[src/rtl/instr_fetch_unit_if.sv]
// Fetch-unit bus bundle: byte-wide memory read port, decoder handshake,
// branch redirect and the program counter view.
interface instr_fetch_unit_if #(
  parameter int ADDR_W = 8
);
  logic              mem_req;
  logic [ADDR_W-1:0] mem_addr;
  logic              mem_ack;
  logic [7:0]        mem_rdata;
  logic [15:0]       instr;
  logic              instr_valid;
  logic              instr_ready;
  logic              branch_en;
  logic [ADDR_W-1:0] branch_target;
  logic [ADDR_W-1:0] pc;

  modport master (
    output mem_req, mem_addr, instr, instr_valid, pc,
    input  mem_ack, mem_rdata, instr_ready, branch_en, branch_target
  );

  modport slave (
    input  mem_req, mem_addr, instr, instr_valid, pc,
    output mem_ack, mem_rdata, instr_ready, branch_en, branch_target
  );
endinterface

[src/rtl/instr_fetch_unit.sv]
// Instruction fetch unit: reads a big-endian 16-bit instruction as two bytes
// (hi at pc, lo at pc+1), holds it for the decoder and owns the PC.
module instr_fetch_unit #(
  parameter int                ADDR_W   = 8,
  parameter logic [ADDR_W-1:0] RESET_PC = '0
) (
  input  logic               clk,
  input  logic               rst_n,
  instr_fetch_unit_if.master bus
);

  typedef enum logic [1:0] {
    IDLE     = 2'd0,
    FETCH_HI = 2'd1,
    FETCH_LO = 2'd2,
    HOLD     = 2'd3
  } state_e;

  state_e            state_q, state_d;
  logic [ADDR_W-1:0] pc_q, pc_d;
  logic [7:0]        hi_q, hi_d;
  logic [15:0]       instr_q, instr_d;
  logic              valid_q, valid_d;

  // State and datapath registers; reset aborts any fetch in flight.
  always_ff @(posedge clk or negedge rst_n) begin
    if (!rst_n) begin
      state_q <= IDLE;
      pc_q    <= RESET_PC;
      hi_q    <= 8'h00;
      instr_q <= 16'h0000;
      valid_q <= 1'b0;
    end else begin
      state_q <= state_d;
      pc_q    <= pc_d;
      hi_q    <= hi_d;
      instr_q <= instr_d;
      valid_q <= valid_d;
    end
  end

  // Next-state logic; a branch outside IDLE overrides every other event.
  always_comb begin
    state_d = state_q;
    pc_d    = pc_q;
    hi_d    = hi_q;
    instr_d = instr_q;
    valid_d = valid_q;

    unique case (state_q)
      IDLE: begin
        state_d = FETCH_HI;
        if (bus.branch_en) pc_d = bus.branch_target;
      end
      FETCH_HI: begin
        if (bus.mem_ack) begin
          hi_d    = bus.mem_rdata;
          state_d = FETCH_LO;
        end
      end
      FETCH_LO: begin
        if (bus.mem_ack) begin
          instr_d = {hi_q, bus.mem_rdata};
          valid_d = 1'b1;
          state_d = HOLD;
        end
      end
      HOLD: begin
        if (bus.instr_ready && valid_q) begin
          pc_d    = pc_q + ADDR_W'(2);
          valid_d = 1'b0;
          state_d = FETCH_HI;
        end
      end
      default: state_d = IDLE;
    endcase

    // Redirect discards any coincident ack and suppresses the pc+2 step.
    if (bus.branch_en && state_q != IDLE) begin
      pc_d    = bus.branch_target;
      hi_d    = hi_q;
      instr_d = instr_q;
      valid_d = 1'b0;
      state_d = FETCH_HI;
    end
  end

  // Memory request decoded from state and pc only (never from mem_ack).
  always_comb begin
    bus.mem_req  = (state_q == FETCH_HI) || (state_q == FETCH_LO);
    bus.mem_addr = (state_q == FETCH_LO) ? pc_q + ADDR_W'(1) : pc_q;
  end

  assign bus.instr       = instr_q;
  assign bus.instr_valid = valid_q;
  assign bus.pc          = pc_q;

endmodule

[src/flat_wrapper.sv]
// flat-port wrapper written by rule: the top's interface ports become plain ports
module instr_fetch_unit_flat 
#(
  parameter int                ADDR_W   = 8,
  parameter logic [ADDR_W-1:0] RESET_PC = '0
)
  (clk, rst_n, bus_mem_req, bus_mem_addr, bus_instr, bus_instr_valid, bus_pc, bus_mem_ack, bus_mem_rdata, bus_instr_ready, bus_branch_en, bus_branch_target);
  instr_fetch_unit_if #(.ADDR_W(ADDR_W)) bus_i ();
  input  logic clk;
  input  logic rst_n;
  output wire logic [$bits(bus_i.mem_req)-1:0] bus_mem_req;
  output wire logic [$bits(bus_i.mem_addr)-1:0] bus_mem_addr;
  output wire logic [$bits(bus_i.instr)-1:0] bus_instr;
  output wire logic [$bits(bus_i.instr_valid)-1:0] bus_instr_valid;
  output wire logic [$bits(bus_i.pc)-1:0] bus_pc;
  input wire logic [$bits(bus_i.mem_ack)-1:0] bus_mem_ack;
  input wire logic [$bits(bus_i.mem_rdata)-1:0] bus_mem_rdata;
  input wire logic [$bits(bus_i.instr_ready)-1:0] bus_instr_ready;
  input wire logic [$bits(bus_i.branch_en)-1:0] bus_branch_en;
  input wire logic [$bits(bus_i.branch_target)-1:0] bus_branch_target;
  assign bus_mem_req = bus_i.mem_req;
  assign bus_mem_addr = bus_i.mem_addr;
  assign bus_instr = bus_i.instr;
  assign bus_instr_valid = bus_i.instr_valid;
  assign bus_pc = bus_i.pc;
  assign bus_i.mem_ack = bus_mem_ack;
  assign bus_i.mem_rdata = bus_mem_rdata;
  assign bus_i.instr_ready = bus_instr_ready;
  assign bus_i.branch_en = bus_branch_en;
  assign bus_i.branch_target = bus_branch_target;
  instr_fetch_unit #(.ADDR_W(ADDR_W), .RESET_PC(RESET_PC)) u_core (.clk(clk), .rst_n(rst_n), .bus(bus_i));
endmodule
[config.mk]
export PLATFORM = sky130hd
export DESIGN_NAME = instr_fetch_unit_flat
export DESIGN_NICKNAME = d
export VERILOG_FILES = /design/src/rtl/instr_fetch_unit_if.sv /design/src/rtl/instr_fetch_unit.sv /design/src/flat_wrapper.sv
export SDC_FILE = /design/constraint.sdc
export NUM_CORES = 1
export LEC_CHECK = 0
export ABC_AREA = 0
export CORE_MARGIN = 4
export CORE_UTILIZATION = 37
export CTS_BUF_LIST = sky130_fd_sc_hd__clkbuf_16
export DETAILED_ROUTE_END_ITERATION = 10
export PLACE_DENSITY = 0.76
export REMOVE_ABC_BUFFERS = 1
export SLEW_MARGIN = 5
export SYNTH_ARGS = -nofsm -noshare
export SYNTH_HDL_FRONTEND = slang
export SYNTH_SLANG_ARGS = --single-unit
[constraint.sdc]
create_clock -name clk -period 2 [get_ports clk]
set_clock_uncertainty 0.15 [all_clocks]
set_input_delay 0.2 -clock clk [delete_from_list [all_inputs] [get_ports clk]]
set_output_delay 0.2 -clock clk [all_outputs]
set_load 0.05 [all_outputs]
==> flow_summary.toml, run 1 <==
[status]
status = "complete, but fails checks"
violations = "setup timing"

[power]
total_power_mw = 5.65
internal-power_mw = 3.03
switching_share = 0.464
combPwrFrac = 0.646
p_per_area_nw_per_um2 = 2020
pwr-share-clk = 0.133
p_leak_nw = 1.21
power_frac_seq = 0.221
vdd_drop_max_mv = 0.917
p_sw_mw = 2.62

[detailed_routing]
viasPerCell = 5.23
drt_iter0_drc = 95
drtAntennaViolNets = 0
wire_per_inst_um = 16.1
drc = 0
dr.pass1.iters = 4
wirelength_um = 4370
vias = 1422

[placed_design]
dp_hpwl_um = 3120
port_buffers = 54
place.gp.congestion = 0.869
post_dp_cell_area_um2 = 2500

[sta]
fin_ws_ns = -0.0330
report.final.hold_viol_count = 0
whs_ns = 0.179
finalSetupViolCount = 1
max_slew_margin = 0.663
tightest_slew_ns = 0.504
rsz0062_at_grt = "true"
finalMaxSlewViolations = 0
min_period_over_period = 1.02
fin_setup_tns_ns = -0.0330
max_freq_mhz = 492
fin_crit_ns = 2.03

[global_route]
track_usage = 0.151
grt_pass1_vias = 1477
grt_pass1_wl_um = 7180
antenna_found_initial = 0
grt_start_max_net_pins = 36
gr-total-overflow = 0

[clocking]
clk_latency_ns = 0.28
clock_path_buffers = 2
clk_pin_slew_worst_paths_ns = 0.05
cts_hold_buf = 0
htree_levels = 2
cts_tree = "built"
cts.sinks = 35
cts_buffers = 5
cts_root_buffer = "clkbuf_16"

[synthesis]
syn-cell-area_um2 = 1780
synth_ff_type = "dfrtp_1"
ys_seq_area_frac = 0.493
yosysUniqueCellTypes = 32
ys_seq_elements = 35
yosys.area.top_type = "dfrtp_1"
synth_edf_count = 0
synthArstFlopShare = 1.00
synth_area_leaders = "dfrtp_1 (49%), mux2_1 (11%), mux2_2 (5.1%)"
synth_top_area_share = 0.493
syn_inst = 146
yosysWarnings = 0
syn_avg_cell_area_um2 = 12.2

[finish]
final_core_util = 0.620
nNetsFinal = 247
final_cell_area_um2 = 2790
n_fill_cell = 366
drive_above_1_share = 0.291
syn_to_final_growth_pct = 57.2
antenna_cells = 0

[worst_setup_path]
critPathRequiredTime_ns = 1.65
startpoint_type = "flip-flop"
crit_arrival_ns = 1.68
cp_max_fo = 2
path_class = "flip-flop to primary output"
end_kind = "primary output"

[die]
fp.dieW_um = 77.3
dieArea_um2 = 5970
io_pins = 55
die_h_um = 77.3
rows = 24
coreArea_um2 = 4500
initial_utilization = 0.394

[run]
drv_cap = 0

[min_path]
hold_class = "input port to asynchronous set/reset pin"
-- path summary, 6_finish.rpt --
check / startpoint / end / slack [ns] / depth (start not counted)
worst min register to register: u_core.hi_q[5] / u_core.bus.instr[13] / 0.33 / 1
worst max-delay path: u_core.bus.pc[1] / bus_mem_addr[7] / -0.03 / 7
worst max register to register: u_core.state_q[1] / u_core.bus.pc[6] / 0.13 / 5
min in group clk: u_core.hi_q[5] / u_core.bus.instr[13] / 0.33 / 1
worst min-delay path: rst_n / u_core.bus.pc[2] / 0.18 / 2
max in group asynchronous: rst_n / u_core.state_q[1] / 1.20 / 2
-- logic make-up (layout without fill, tap and decap cells) --
| group | Yosys count | in the layout | synth area share |
|---|---|---|---|
| AO/OA/AOI/OAI | 25 | 25 | 0.108 |
| XOR/XNOR | 7 | 7 | 0.0345 |
| adder cells (fa/ha/maj) | 7 | 7 | 0.0493 |
| buffers and inverters | 10 | 84 | 0.0352 |
| flip-flops | 35 | 35 | 0.493 |
| multiplexers | 29 | 29 | 0.182 |
| AND/OR/NAND/NOR | 33 | 33 | 0.0986 |
-- per-layer routing --
metal  vias up  global-route usage  wire [µm]
met4         0              0.0801        112
met3        11              0.0258        156
met2        48               0.250       2300
met1       692               0.188       1800
li1        671                   -          -
met5         -                   0          0
-- synthesized netlist by cell type (3+ instances only) --
master,count
nor2_1,7
a22oi_1,3
dfrtp_1,35
ha_1,7
a21oi_1,4
mux2i_1,3
nand3_1,7
o22ai_1,4
nand2_1,9
mux2_1,18
xnor2_1,3
inv_1,5
mux2_2,8
buf_6,3
xor2_1,4
o21ai_1,4
a2bb2oi_1,3
-- power groups by stage --
| stage | Sequential, mW | Clock, mW | Combinational, mW |
|---|---|---|---|
| 2_1_floorplan | 2.09 | 0 | 1.27 |
| 5_1_grt | 1.29 | 0.800 | 3.86 |
| 6_report | 1.25 | 0.753 | 3.65 |
| 3_3_place_gp | 1.23 | 0 | 3.40 |
| 3_5_place_dp | 1.25 | 0 | 3.44 |
| 4_1_cts | 1.25 | 0.770 | 3.58 |
-- stage by stage --
step	setup slack (ns)	std cells
after floorplan	-0.611	141
after global placement	0.147	259
after detailed placement	0.116	259
after CTS	-0.0541	268
after global routing	-0.146	272
final	-0.0330	272
-- final cells by class --
type / instances / area (µm²) / share of cell area
sequential: 35 / 876 / 0.314
clock buffer: 5 / 125 / 0.0448
inverter: 5 / 18.8 / 0.00672
multi-input combinational: 101 / 918 / 0.329
tap: 52 / 65.1 / 0.0233
timing repair buffer: 71 / 769 / 0.276
clock inverter: 3 / 20.0 / 0.00717
-- worst max-delay path: stages, from the launching register on --
cell and delay (ns):
dfrtp_1 0.35, buf_4 0.12, ha_4 0.15, nand2_2 0.05, or2_4 0.25, nor2_4 0.11
xor2_2 0.19, clkbuf_16 0.19
-- flip-flops by register name, summed over array words and instances, names as in the netlist --
name,flops
u_core.bus.instr,16
u_core.bus.pc,8
u_core.hi_q,8
u_core.state_q,2
u_core.bus.instr_valid,1
-- repair_timing --
action / 4_1_cts / 5_1_grt
setup endpoints to repair: 6 / 8
buffers inserted: 2 / 4
pin swaps: 6 / 7
gates resized for setup: 11 / 10
-- layout by cell type, fill, tap and decap left out, drive strengths merged, types with 4 or more instances in the layout --
master         instances
a21oi                  4
buf                   30
clkbuf                 7
clkdlybuf4s50         39
dfrtp                 35
ha                     7
inv                    5
mux2                  26
nand2                  9
nand3                  9
nor2                   7
o21ai                  4
o22ai                  4
xor2                   4
(Power assumes the default switching activity.)
==> inputs of run 2 (changes only) <==
- clock period: 2 -> 2.5 ns (I/O delays scaled with it)
==> flow_summary.toml, run 2 (synthesis gave the netlist of run 1 again) <==
[worst_setup_path]
end_kind = "primary output"
r2r_slack_ns = 0.43
cp_max_fo = 6
crit_slowest_cell = "dfrtp_1"
crit_arrival_ns = 1.94
path_cells = "ha_2 -> nand2_1 -> or2_2 -> nor2_1 -> xor2_1 -> buf_12"
path_class = "flip-flop to primary output"
critPathRequiredTime_ns = 2.10
startpoint_type = "flip-flop"
cpPeakStageDelay_ns = 0.45

[sta]
min_period_over_period = 0.937
finalSetupViolCount = 0
tightest_slew_ns = 0.537
max_freq_mhz = 427
rsz0062_at_grt = "false"
fin_ws_ns = 0.158
max_slew_margin = 0.641
report.final.hold_viol_count = 0
finalMaxSlewViolations = 0
fin_crit_ns = 2.34

[detailed_routing]
drtAntennaViolNets = 0
met2_length_um = 1950
drt_iter0_drc = 133
viasPerCell = 5.18
wl_met1_um = 1720
drc = 0
wire_per_inst_um = 15.3
wirelength_um = 3960
routed.top_layer = "met4"
dr.pass1.iters = 4
route.met3.wl_um = 205
vias = 1337

[finish]
final_cell_mix = "clkdlybuf4s50_1 (45), dfrtp_1 (35), mux2_1 (18), nand2_1 (9)"
layout_commonest_cell = "clkdlybuf4s50_1"
n_fill_cell = 386
final_cells = 258
multi_input_area_um2 = 841
nNetsFinal = 233
antenna_cells = 0
largest_register_ffs = 16
syn_to_final_growth_pct = 42.3
regArea_um2 = 876
drive_above_1_share = 0.160

[die]
die_h_um = 77.3
coreArea_um2 = 4500
io_pins = 55
initial_utilization = 0.394
rows = 24
dieArea_um2 = 5970
fp.dieW_um = 77.3

[clocking]
cts.sinks = 35
cts_buffers = 5
clk_latency_ns = 0.27
htree_levels = 2
post_cts_buffers = 0
cts_hold_buf = 0
clk_pin_slew_worst_paths_ns = 0.05
cts_tree = "built"
cts_root_buffer = "clkbuf_16"
clock_path_buffers = 2

[global_route]
grt_start_max_net_pins = 36
grt_pass1_vias = 1307
gr-total-overflow = 0
antenna_found_initial = 0
grt_pass1_wl_um = 6680
track_usage = 0.141

[status]
status = "completed"

[placed_design]
dp_hpwl_um = 2890
dp_worst_setup_slack_ns = 0.410
dp.cells = 250
port_buffers = 54
place.gp.congestion = 0.828

[run]
drv_cap = 0

[min_path]
hold_class = "input port to asynchronous set/reset pin"
run 2: final timing paths:
| path | startpoint | endpoint | depth (start not counted) |
|---|---|---|---|
| setup / recovery | u_core.bus.pc[1] | bus_mem_addr[7] | 6 |
| hold / removal | rst_n | u_core.bus.pc[5] | 2 |
| setup reg to reg | u_core.state_q[1] | u_core.bus.instr[5] | 5 |
| hold reg to reg | u_core.hi_q[5] | u_core.bus.instr[13] | 1 |
| max in group asynchronous | rst_n | u_core.bus.instr[9] | 2 |
| min in group clk | u_core.hi_q[5] | u_core.bus.instr[13] | 1 |
run 2: final cells by class:
cell class | instances | share of cell area
flip-flops and latches | 35 | 0.347
multi-input cells | 101 | 0.333
repair buffers | 57 | 0.234
clock buffers | 5 | 0.0495
well taps | 52 | 0.0257
inverters | 5 | 0.00743
clock inverters | 3 | 0.00446
run 2: layer usage:
metal | vias to the layer above | GRT usage
li1 | 639 | -
met1 | 650 | 0.175
met2 | 39 | 0.228
met3 | 9 | 0.0398
met4 | 0 | 0.0641
met5 | - | 0
run 2: repair_timing:
item / 4_1_cts / 5_1_grt
gates resized for setup: 0 / 1
setup endpoints to repair: 0 / 1
endpoints found under the hold margin: 0 / 0
run 2: stage by stage:
step | cell area (µm²) | setup TNS (ns) | hold slack (ns) | util
2_1_floorplan | 1730 | -0.161 | -0.196 | -
3_3_place_gp | 2390 | 0 | 0.308 | 0.530
3_5_place_dp | 2390 | 0 | 0.317 | 0.530
4_1_cts | 2520 | 0 | 0.258 | 0.561
5_1_grt | 2530 | 0 | 0.287 | 0.561
6_report | 2530 | 0 | 0.236 | 0.561
run 2: critical path, delay by kind of cell (launching register included):
kind / cells / cell delay [ns]
flip-flops: 1 / 0.45
buffers and inverters: 1 / 0.18
XOR/XNOR: 1 / 0.26
AND/OR/NAND/NOR: 3 / 0.50
adder cells (fa/ha/maj): 1 / 0.27
Power of run 2 is left out: the tool's default activity adds up to more than one toggle a clock period on the data nets, which glitch-free logic cannot reach.
==> inputs of run 3 (changes only) <==
- CORE_ASPECT_RATIO: default -> 0.5
- CTS_BUF_LIST: sky130_fd_sc_hd__clkbuf_16 -> sky130_fd_sc_hd__clkbuf_2 sky130_fd_sc_hd__clkbuf_4 sky130_fd_sc_hd__clkbuf_8
==> flow_summary.toml, run 3 (synthesis gave the netlist of run 1 again) <==
[finish]
final_cell_mix = "clkdlybuf4s50_1 (45), dfrtp_1 (35), mux2_1 (18), nand2_1 (9), mux2_2 (8)"
nNetsFinal = 231
drive_above_1_share = 0.167
syn_to_final_growth_pct = 41.1
layout_commonest_cell = "clkdlybuf4s50_1"
final_core_util = 0.556
antenna_cells = 0
largest_register_ffs = 16

[global_route]
antenna_found_initial = 0
grt_pass1_wl_um = 6580
grt_start_max_net_pins = 36
gr-total-overflow = 0
track_usage = 0.138
grt_pass1_vias = 1374

[sta]
finalMaxSlewViolations = 0
fin_setup_tns_ns = 0
finalSetupViolCount = 0
max_slew_margin = 0.650
whs_ns = 0.225
max_freq_mhz = 419
min_period_over_period = 0.955
report.final.hold_viol_count = 0
rsz0062_at_grt = "false"
tightest_slew_ns = 0.523
fin_crit_ns = 2.39

[clocking]
cts_root_buffer = "clkbuf_8"
cts_tree = "built"
cts_buffers = 5
clock_path_buffers = 2
cts.sinks = 35
htree_levels = 2
clk_pin_slew_worst_paths_ns = 0.08
clk_latency_ns = 0.29
cts_hold_buf = 0

[min_path]
hold_class = "input port to asynchronous set/reset pin"

[die]
rows = 17
coreArea_um2 = 4510
fp.dieW_um = 106
initial_utilization = 0.394
dieArea_um2 = 6040
io_pins = 55
die_h_um = 57

[detailed_routing]
wire_per_inst_um = 14.6
dr.pass1.iters = 4
viasPerCell = 4.88
vias = 1317
drtAntennaViolNets = 0
drc = 0
drt_iter0_drc = 52
wirelength_um = 3930

[worst_setup_path]
critPathRequiredTime_ns = 2.10
cp_max_fo = 6
path_class = "flip-flop to primary output"
crit_arrival_ns = 1.99
end_kind = "primary output"
startpoint_type = "flip-flop"

[run]
drv_cap = 0

[placed_design]
dp_hpwl_um = 2940
place.gp.congestion = 0.893
port_buffers = 54

[status]
status = "completed"
-- run 3: timing repair --
item	4_1_cts	5_1_grt
setup buffers	0	0
setup endpoints to repair	0	3
resized for setup	0	3
-- run 3: per-layer routing --
layer / up-vias / track usage / share of wire
met1: 643 / 0.175 / 0.45
met4: 0 / 0.0554 / 0.0099
li1: 635 / - / -
met2: 34 / 0.233 / 0.50
met3: 5 / 0.0305 / 0.033
met5: - / 0 / 0
-- run 3: worst paths after layout --
kind                                         from                    to  slack (ns)  depth (start not counted)
worst max-delay path             u_core.bus.pc[2]       bus_mem_addr[7]        0.11                          6
worst min-delay path                        rst_n     u_core.state_q[1]        0.22                          2
worst max register to register  u_core.state_q[0]   u_core.bus.instr[5]        0.41                          5
worst min register to register     u_core.hi_q[5]  u_core.bus.instr[13]        0.33                          1
max in group asynchronous                   rst_n  u_core.bus.instr[10]        1.66                          2
min in group clk                   u_core.hi_q[5]  u_core.bus.instr[13]        0.33                          1
-- run 3: final cells by class --
type	count	area [µm²]
fillers	392	2000
flip-flops and latches	35	876
multi-input cells	101	848
repair buffers	55	568
well taps	66	82.6
clock buffers	5	68.8
clock inverters	3	43.8
inverters	5	18.8
-- run 3: worst max-delay path: stages (launching register included) --
cell and delay, ns:
dfrtp_1 0.45, ha_1 0.27, nand2_1 0.08, or2_2 0.33
nor2_1 0.18, xor2_2 0.22, buf_12 0.17
-- run 3: metrics by stage --
stage / worst slack (ns) / cell area [µm²] / instances
2_1_floorplan: -0.161 / 1730 / 141
3_3_place_gp: 0.430 / 2380 / 262
3_5_place_dp: 0.379 / 2380 / 262
4_1_cts: 0.0594 / 2490 / 270
5_1_grt: 0.0254 / 2510 / 270
6_report: 0.114 / 2510 / 270
Power of run 3 is left out for the same reason.
